--- src/rtl/demux_1_8_collector_v.sv ---
// Serial-to-parallel collector: one bit per handshake into slot sel, word out after 8 accepts (1-cycle latency).
// Only the 8th bit of a word stalls, and only while the previous word is still unread by the consumer.
module demux_1_8_collector_v #(
    parameter bit LSB_FIRST = 1'b1
) (
    input  logic       i_clk,
    input  logic       i_rst,
    input  logic       i_en,
    input  logic       i_bit,
    input  logic       i_bit_valid,
    output logic       o_bit_ready,
    output logic [2:0] o_sel_code,
    output logic [7:0] o_code,
    output logic       o_code_valid,
    input  logic       i_code_ready
);

    typedef enum logic {EMPTY = 1'b0, HOLD = 1'b1} ostate_t;

    logic [2:0] sel_q, sel_d;
    logic [7:0] asm_q, asm_d;
    logic [7:0] code_q, code_d;
    ostate_t    ostate_q, ostate_d;

    logic       acc;
    logic       last_slot;
    logic       complete;
    logic [2:0] slot;
    logic [7:0] asm_merged;

    assign last_slot    = (sel_q == 3'd7);
    assign o_bit_ready  = i_en & ~(last_slot & (ostate_q == HOLD) & ~i_code_ready);
    assign acc          = i_en & i_bit_valid & o_bit_ready;
    assign complete     = acc & last_slot;
    assign slot         = LSB_FIRST ? sel_q : (3'd7 - sel_q);

    always_comb begin
        asm_merged       = asm_q;
        asm_merged[slot] = i_bit;
    end

    always_comb begin
        sel_d    = sel_q;
        asm_d    = asm_q;
        code_d   = code_q;
        ostate_d = ostate_q;
        // Drain first; a same-cycle completion overrides it so no bubble appears.
        if (i_code_ready && ostate_q == HOLD) begin
            ostate_d = EMPTY;
        end
        if (acc) begin
            sel_d = sel_q + 3'd1;
            if (complete) begin
                code_d   = asm_merged;
                ostate_d = HOLD;
                asm_d    = 8'h00;
            end else begin
                asm_d = asm_merged;
            end
        end
    end

    always_ff @(posedge i_clk) begin
        if (i_rst) begin
            sel_q    <= 3'd0;
            asm_q    <= 8'h00;
            code_q   <= 8'h00;
            ostate_q <= EMPTY;
        end else begin
            sel_q    <= sel_d;
            asm_q    <= asm_d;
            code_q   <= code_d;
            ostate_q <= ostate_d;
        end
    end

    assign o_sel_code   = sel_q;
    assign o_code       = code_q;
    assign o_code_valid = (ostate_q == HOLD);

endmodule

--- config.mk ---
export PLATFORM = sky130hd
export DESIGN_NAME = demux_1_8_collector_v
export DESIGN_NICKNAME = d
export VERILOG_FILES = /design/src/rtl/demux_1_8_collector_v.sv
export SDC_FILE = /design/constraint.sdc
export NUM_CORES = 1
export LEC_CHECK = 0
export CAP_MARGIN = 10
export CORE_AREA = 5 5 59 48
export CTS_BUF_LIST = sky130_fd_sc_hd__clkbuf_2
export DETAILED_ROUTE_END_ITERATION = 7
export DIE_AREA = 0 0 64 53
export GPL_TIMING_DRIVEN = 0
export MAX_ROUTING_LAYER = met4
export PLACE_DENSITY = 0.86
export SYNTH_ARGS = -nofsm -noshare
export SYNTH_HDL_FRONTEND = slang
export SYNTH_SLANG_ARGS = --single-unit
export TNS_END_PERCENT = 100
--- constraint.sdc ---
create_clock -name i_clk -period 1.36 [get_ports i_clk]
set_input_delay 0.34 -clock i_clk [delete_from_list [all_inputs] [get_ports i_clk]]
set_output_delay 0.34 -clock i_clk [all_outputs]
set_load 0.01 [all_outputs]
# Yosys cells after proc, flatten, opt, wreduce, memory -nomap -nowiden
# Cells that the tools add are included.
[word_totals] reg_bits=20 in_bits=6 output_inout_bits=13
[op_classes] add_sub_neg=1 n_lt_le_gt_ge=2 n_eq_ne=1 mux=7 bitwise_logic=8 reduce_logical=3
[ops] op="bitwise mux 8 bit" n=1
[ops] op="2-to-1 mux 8 bit" n=1
[ops] op="bitwise AND 1 bit" n=6
[ops] op="< comparator 3 x 4 -> 1 bit (second input constant)" n=1
[ops] op="2-to-1 mux 1 bit" n=4
[ops] op="adder 3 x 1 -> 3 bit (second input constant)" n=1
[ops] op="demux 1 bit (select 3 bit)" n=1
[ops] op="== test 3 bit (second input constant)" n=1
[ops] op=">= comparator 3 x 1 -> 1 bit (second input constant)" n=1
[ops] op="logical AND 1 bit" n=2
[ops] op="inverter 1 bit" n=2
[ops] op="AND reduction 2 bit" n=1

# Depth between registers and ports, before layout
[depth] ltp_word=9 ltp_mapped=6 ltp_nobuf=5

# Least setup slack after synthesis
# No wires, ideal clock.
[synth_path] path_type="register to output" start="reg sel_q[0] (netlist: o_sel_code[0])" end="out o_bit_ready" t_arrival_ps=1200 required_time_ps=1020 path_slack_ps=-180 path_stages_with_launch=6 path_cell_list="dfxtp_1 -> ha_1 -> ha_1 -> buf_4 -> nand3b_2 -> and2_1"
[synth_between] elab_chain_len=5
[synth_rtl] item="start, declared" line_no="20" text="logic [2:0] sel_q, sel_d;"
[synth_rtl] item="start signal, assigned" line_no="70" text="sel_q <= sel_d;"
[synth_rtl] item="== test 3 bit" line_no="31" text="assign last_slot = (sel_q == 3'd7);"
[synth_rtl] item="bitwise AND 1 bit (2 in series)" line_no="32" text="assign o_bit_ready = i_en & ~(last_slot & (ostate_q == HOLD) & ~i_code_ready);"
[synth_rtl] item="inverter 1 bit" line_no="32"
[synth_rtl] item="bitwise AND 1 bit" line_no="32"
[synth_rtl] item="end, declared" line_no="11" text="output logic o_bit_ready,"
# Every way passes these cells.

# Worst setup path in the final report
# Same ends and word-level chain as after synthesis.

==> impl_metrics.json <==
{
  "status": "complete, but fails checks",
  "violations": "setup timing",
  "critPathTopFamily": "flip-flops",
  "via_per_inst": 5.952,
  "worstMarginPinSlew_ns": 0.4931,
  "grt_pass1_wl_microns": 4698,
  "grtUsageTotal_pct": 18.45,
  "vdd_drop_max_uv": 641.8,
  "cp.arrival_ns": 1.44,
  "cp-end-kind": "output port",
  "ys_seq_elements": 20,
  "drive_gt1_share_pct": 57.02,
  "io_buffers": 17,
  "cts_buffer_depth": 2,
  "period_share_pct": 130.6,
  "r2r_start": "o_sel_code[0]",
  "r2r_slack_ns": -0.24,
  "yosysUniqueCellTypes": 27,
  "numCtsBuffers": 3,
  "cts_hold_buf": 0,
  "drv_slew": 0,
  "tns_ns": -2.861,
  "root_buffer": "clkbuf_2",
  "cp.required_ns": 1.02,
  "cts_tree": "built",
  "fin_crit_ns": 1.777,
  "r2r_cells": 6,
  "crit_type": "reg2out",
  "yosys_warnings": 0,
  "p_leak_nw": 0.5583,
  "hp-start": "asm_q[3]",
  "clock-sinks": 20,
  "finalSetupViolCount": 21,
  "postRouteAntennaNets": 0,
  "final_cell_mix": "dfxtp_2, buf_4, dfxtp_1",
  "antenna_cells": 0,
  "min_to": "asm_q[3]",
  "synth_nets": 100,
  "yosys.area.top_type": "dfxtp_1",
  "hold_viol_final": 0,
  "grt_setup_unrepaired": "yes",
  "grt_max_degree": 12,
  "path_clk_slew_ns": 0.19,
  "synth_top_cell_area_share_pct": 39.85,
  "cpMostUsedCell": "ha_4",
  "rows": 15,
  "drt_iter0_drc": 18,
  "grt_pass1_vias": 953,
  "ys_top_cells_by_area": "dfxtp_1, a211oi_2, mux2i_1",
  "powerDensity_mw_per_mm2": 682.1,
  "netlist_area_sq_mm": 0.001005,
  "drc": 0,
  "gr-total-overflow": 0,
  "critPathMaxStageDelay_ns": 0.38,
  "crit_fanout": 2,
  "htreeDepth": 1,
  "worst_slack_ns": -0.4165,
  "die_h_microns": 53,
  "routabilityCongestion": 0.7970,
  "fmax_ghz": 0.5629,
  "die_area_sq_mm": 0.003392,
  "initial_core_util_pct": 45.76,
  "synth-seq-area-share_pct": 39.85,
  "clock_latency_ns": 0.33,
  "place_ws_ns": -0.6336,
  "syn_inst": 92,
  "post_drt_wl_per_cell_microns": 20.24,
  "postSynthAreaPerCell_sq_um": 10.92,
  "path_buf_inv": 2,
  "hpwl_microns": 1645,
  "critPathLaunchType": "flop",
  "r2r-end": "o_sel_code[0]",
  "io_pins": 19,
  "drt_wl_total_microns": 2955,
  "slew_headroom_pct": 67.13,
  "hold_path.class": "reg2reg",
  "core_area_sq_mm": 0.002196,
  "final_common_cell": "dfxtp_2",
  "cap_violations": 0,
  "dieWidth_microns": 64,
  "critPathSlowestCell": "dfxtp_2",
  "vias": 869,
  "firstDrtPassIters": 4,
  "area_growth_pct": 45.08,
  "hold_depth": 1,
  "nets": 130,
  "path_cells": "ha_4 -> ha_4 -> buf_8 -> nand3b_4 -> and2_4 -> buf_6",
  "antenna_found_initial": 0,
  "final.setup_skew_ns": 0.008034
}
==> how the worst max path moves through the flow <==
stage                  start           to  slack (ns)  cells after the start
2_1_floorplan  o_sel_code[0]  o_bit_ready       0.001                      5
6_report       o_sel_code[0]  o_bit_ready       -0.42                      6
3_5_place_dp    i_code_ready  o_bit_ready       -0.63                      4
5_1_grt        o_sel_code[0]  o_bit_ready       -0.48                      6
4_1_cts        o_sel_code[0]  o_bit_ready       -0.42                      6
3_3_place_gp    i_code_ready  o_bit_ready       -0.62                      4
==> stage by stage <==
step	instance area, sq um	cells	total power [mW]	hold slack, ns	utilization [%]
5_1_grt	1458	146	1.044	0.5108	66.38
3_5_place_dp	1249	134	0.7150	0.4558	56.87
3_3_place_gp	1249	134	0.7120	0.4445	56.87
2_1_floorplan	1047	92	0.6747	0.4046	-
6_report	1458	146	0.9943	0.4983	66.38
4_1_cts	1371	143	0.9765	0.4888	62.45
==> layout make-up <==
class	instances	area, sq um
fillers	177	738.2
multi-input cells	62	673.1
flip-flops and latches	20	416.7
repair buffers	25	225.2
plain buffers	10	92.59
well taps	25	31.28
clock buffers	3	15.01
clock inverters	1	3.754
==> sequential cells by signal, summed over array words and instances (netlist names) <==
name and flops:
asm_q 8, o_code 8, o_code_valid 1, o_sel_code 3
==> worst reg2reg max path, cell delays in order, from the launching register on <==
cell     delay [ns]
dfxtp_2        0.38
ha_4           0.16
ha_4           0.16
buf_4          0.14
and3b_1        0.21
or3_1          0.37
a21oi_2        0.13
==> Yosys cell counts <==
| master | n |
|---|---|
| mux2i_1 | 8 |
| nand3_1 | 4 |
| and2_4 | 1 |
| or3_1 | 2 |
| o2bb2ai_2 | 1 |
| nor3b_2 | 3 |
| o2bb2ai_1 | 7 |
| nand2b_1 | 1 |
| nand2_1 | 1 |
| nor3_2 | 1 |
| nand3b_2 | 1 |
| and3b_1 | 1 |
| o21ai_0 | 3 |
| a211oi_1 | 1 |
| a21oi_1 | 4 |
| clkbuf_1 | 1 |
| buf_2 | 3 |
| a211oi_2 | 7 |
| ha_1 | 2 |
| nand3b_1 | 3 |
| buf_6 | 1 |
| buf_4 | 5 |
| a31oi_1 | 8 |
| and2_1 | 1 |
| and3_4 | 1 |
| a21oi_4 | 1 |
| dfxtp_1 | 20 |
==> power by group <==
part	switching, mW	internal, mW
clock network	0.189	0.0639
registers	0.00543	0.590
logic	0.0765	0.0695
==> what timing repair did <==
| action | in CTS | in global routing |
|---|---|---|
| gates resized for setup | 46 | 20 |
| cloned | 0 | 0 |
| pin swaps | 4 | 1 |
| setup buffers | 5 | 3 |
| endpoints found under the setup margin | 22 | 30 |
==> cells by family (layout without fill, tap and decap cells) <==
family                   after synthesis  count (layout)  synth area share [%]
AO/OA/AOI/OAI                         32              32                 27.15
adder cells (fa/ha/maj)                2               2                 2.490
buffers and inverters                 10              39                 6.724
AND/OR/NAND/NOR                       20              20                 15.82
flip-flops                            20              20                 39.85
multiplexers                           8               8                 7.970
==> per-layer routing <==
metal / share of wire [%] / up-vias / wire length, microns / global-route usage (%)
li1: - / 411 / - / -
met4: 0.98 / 0 / 29 / 4.844
met5: 0 / - / 0 / -
met2: 51 / 19 / 1519 / 32.78
met3: 3.8 / 5 / 113 / 5.096
met1: 44 / 434 / 1291 / 20.56
Note: power is estimated with default switching activity, not from simulation.
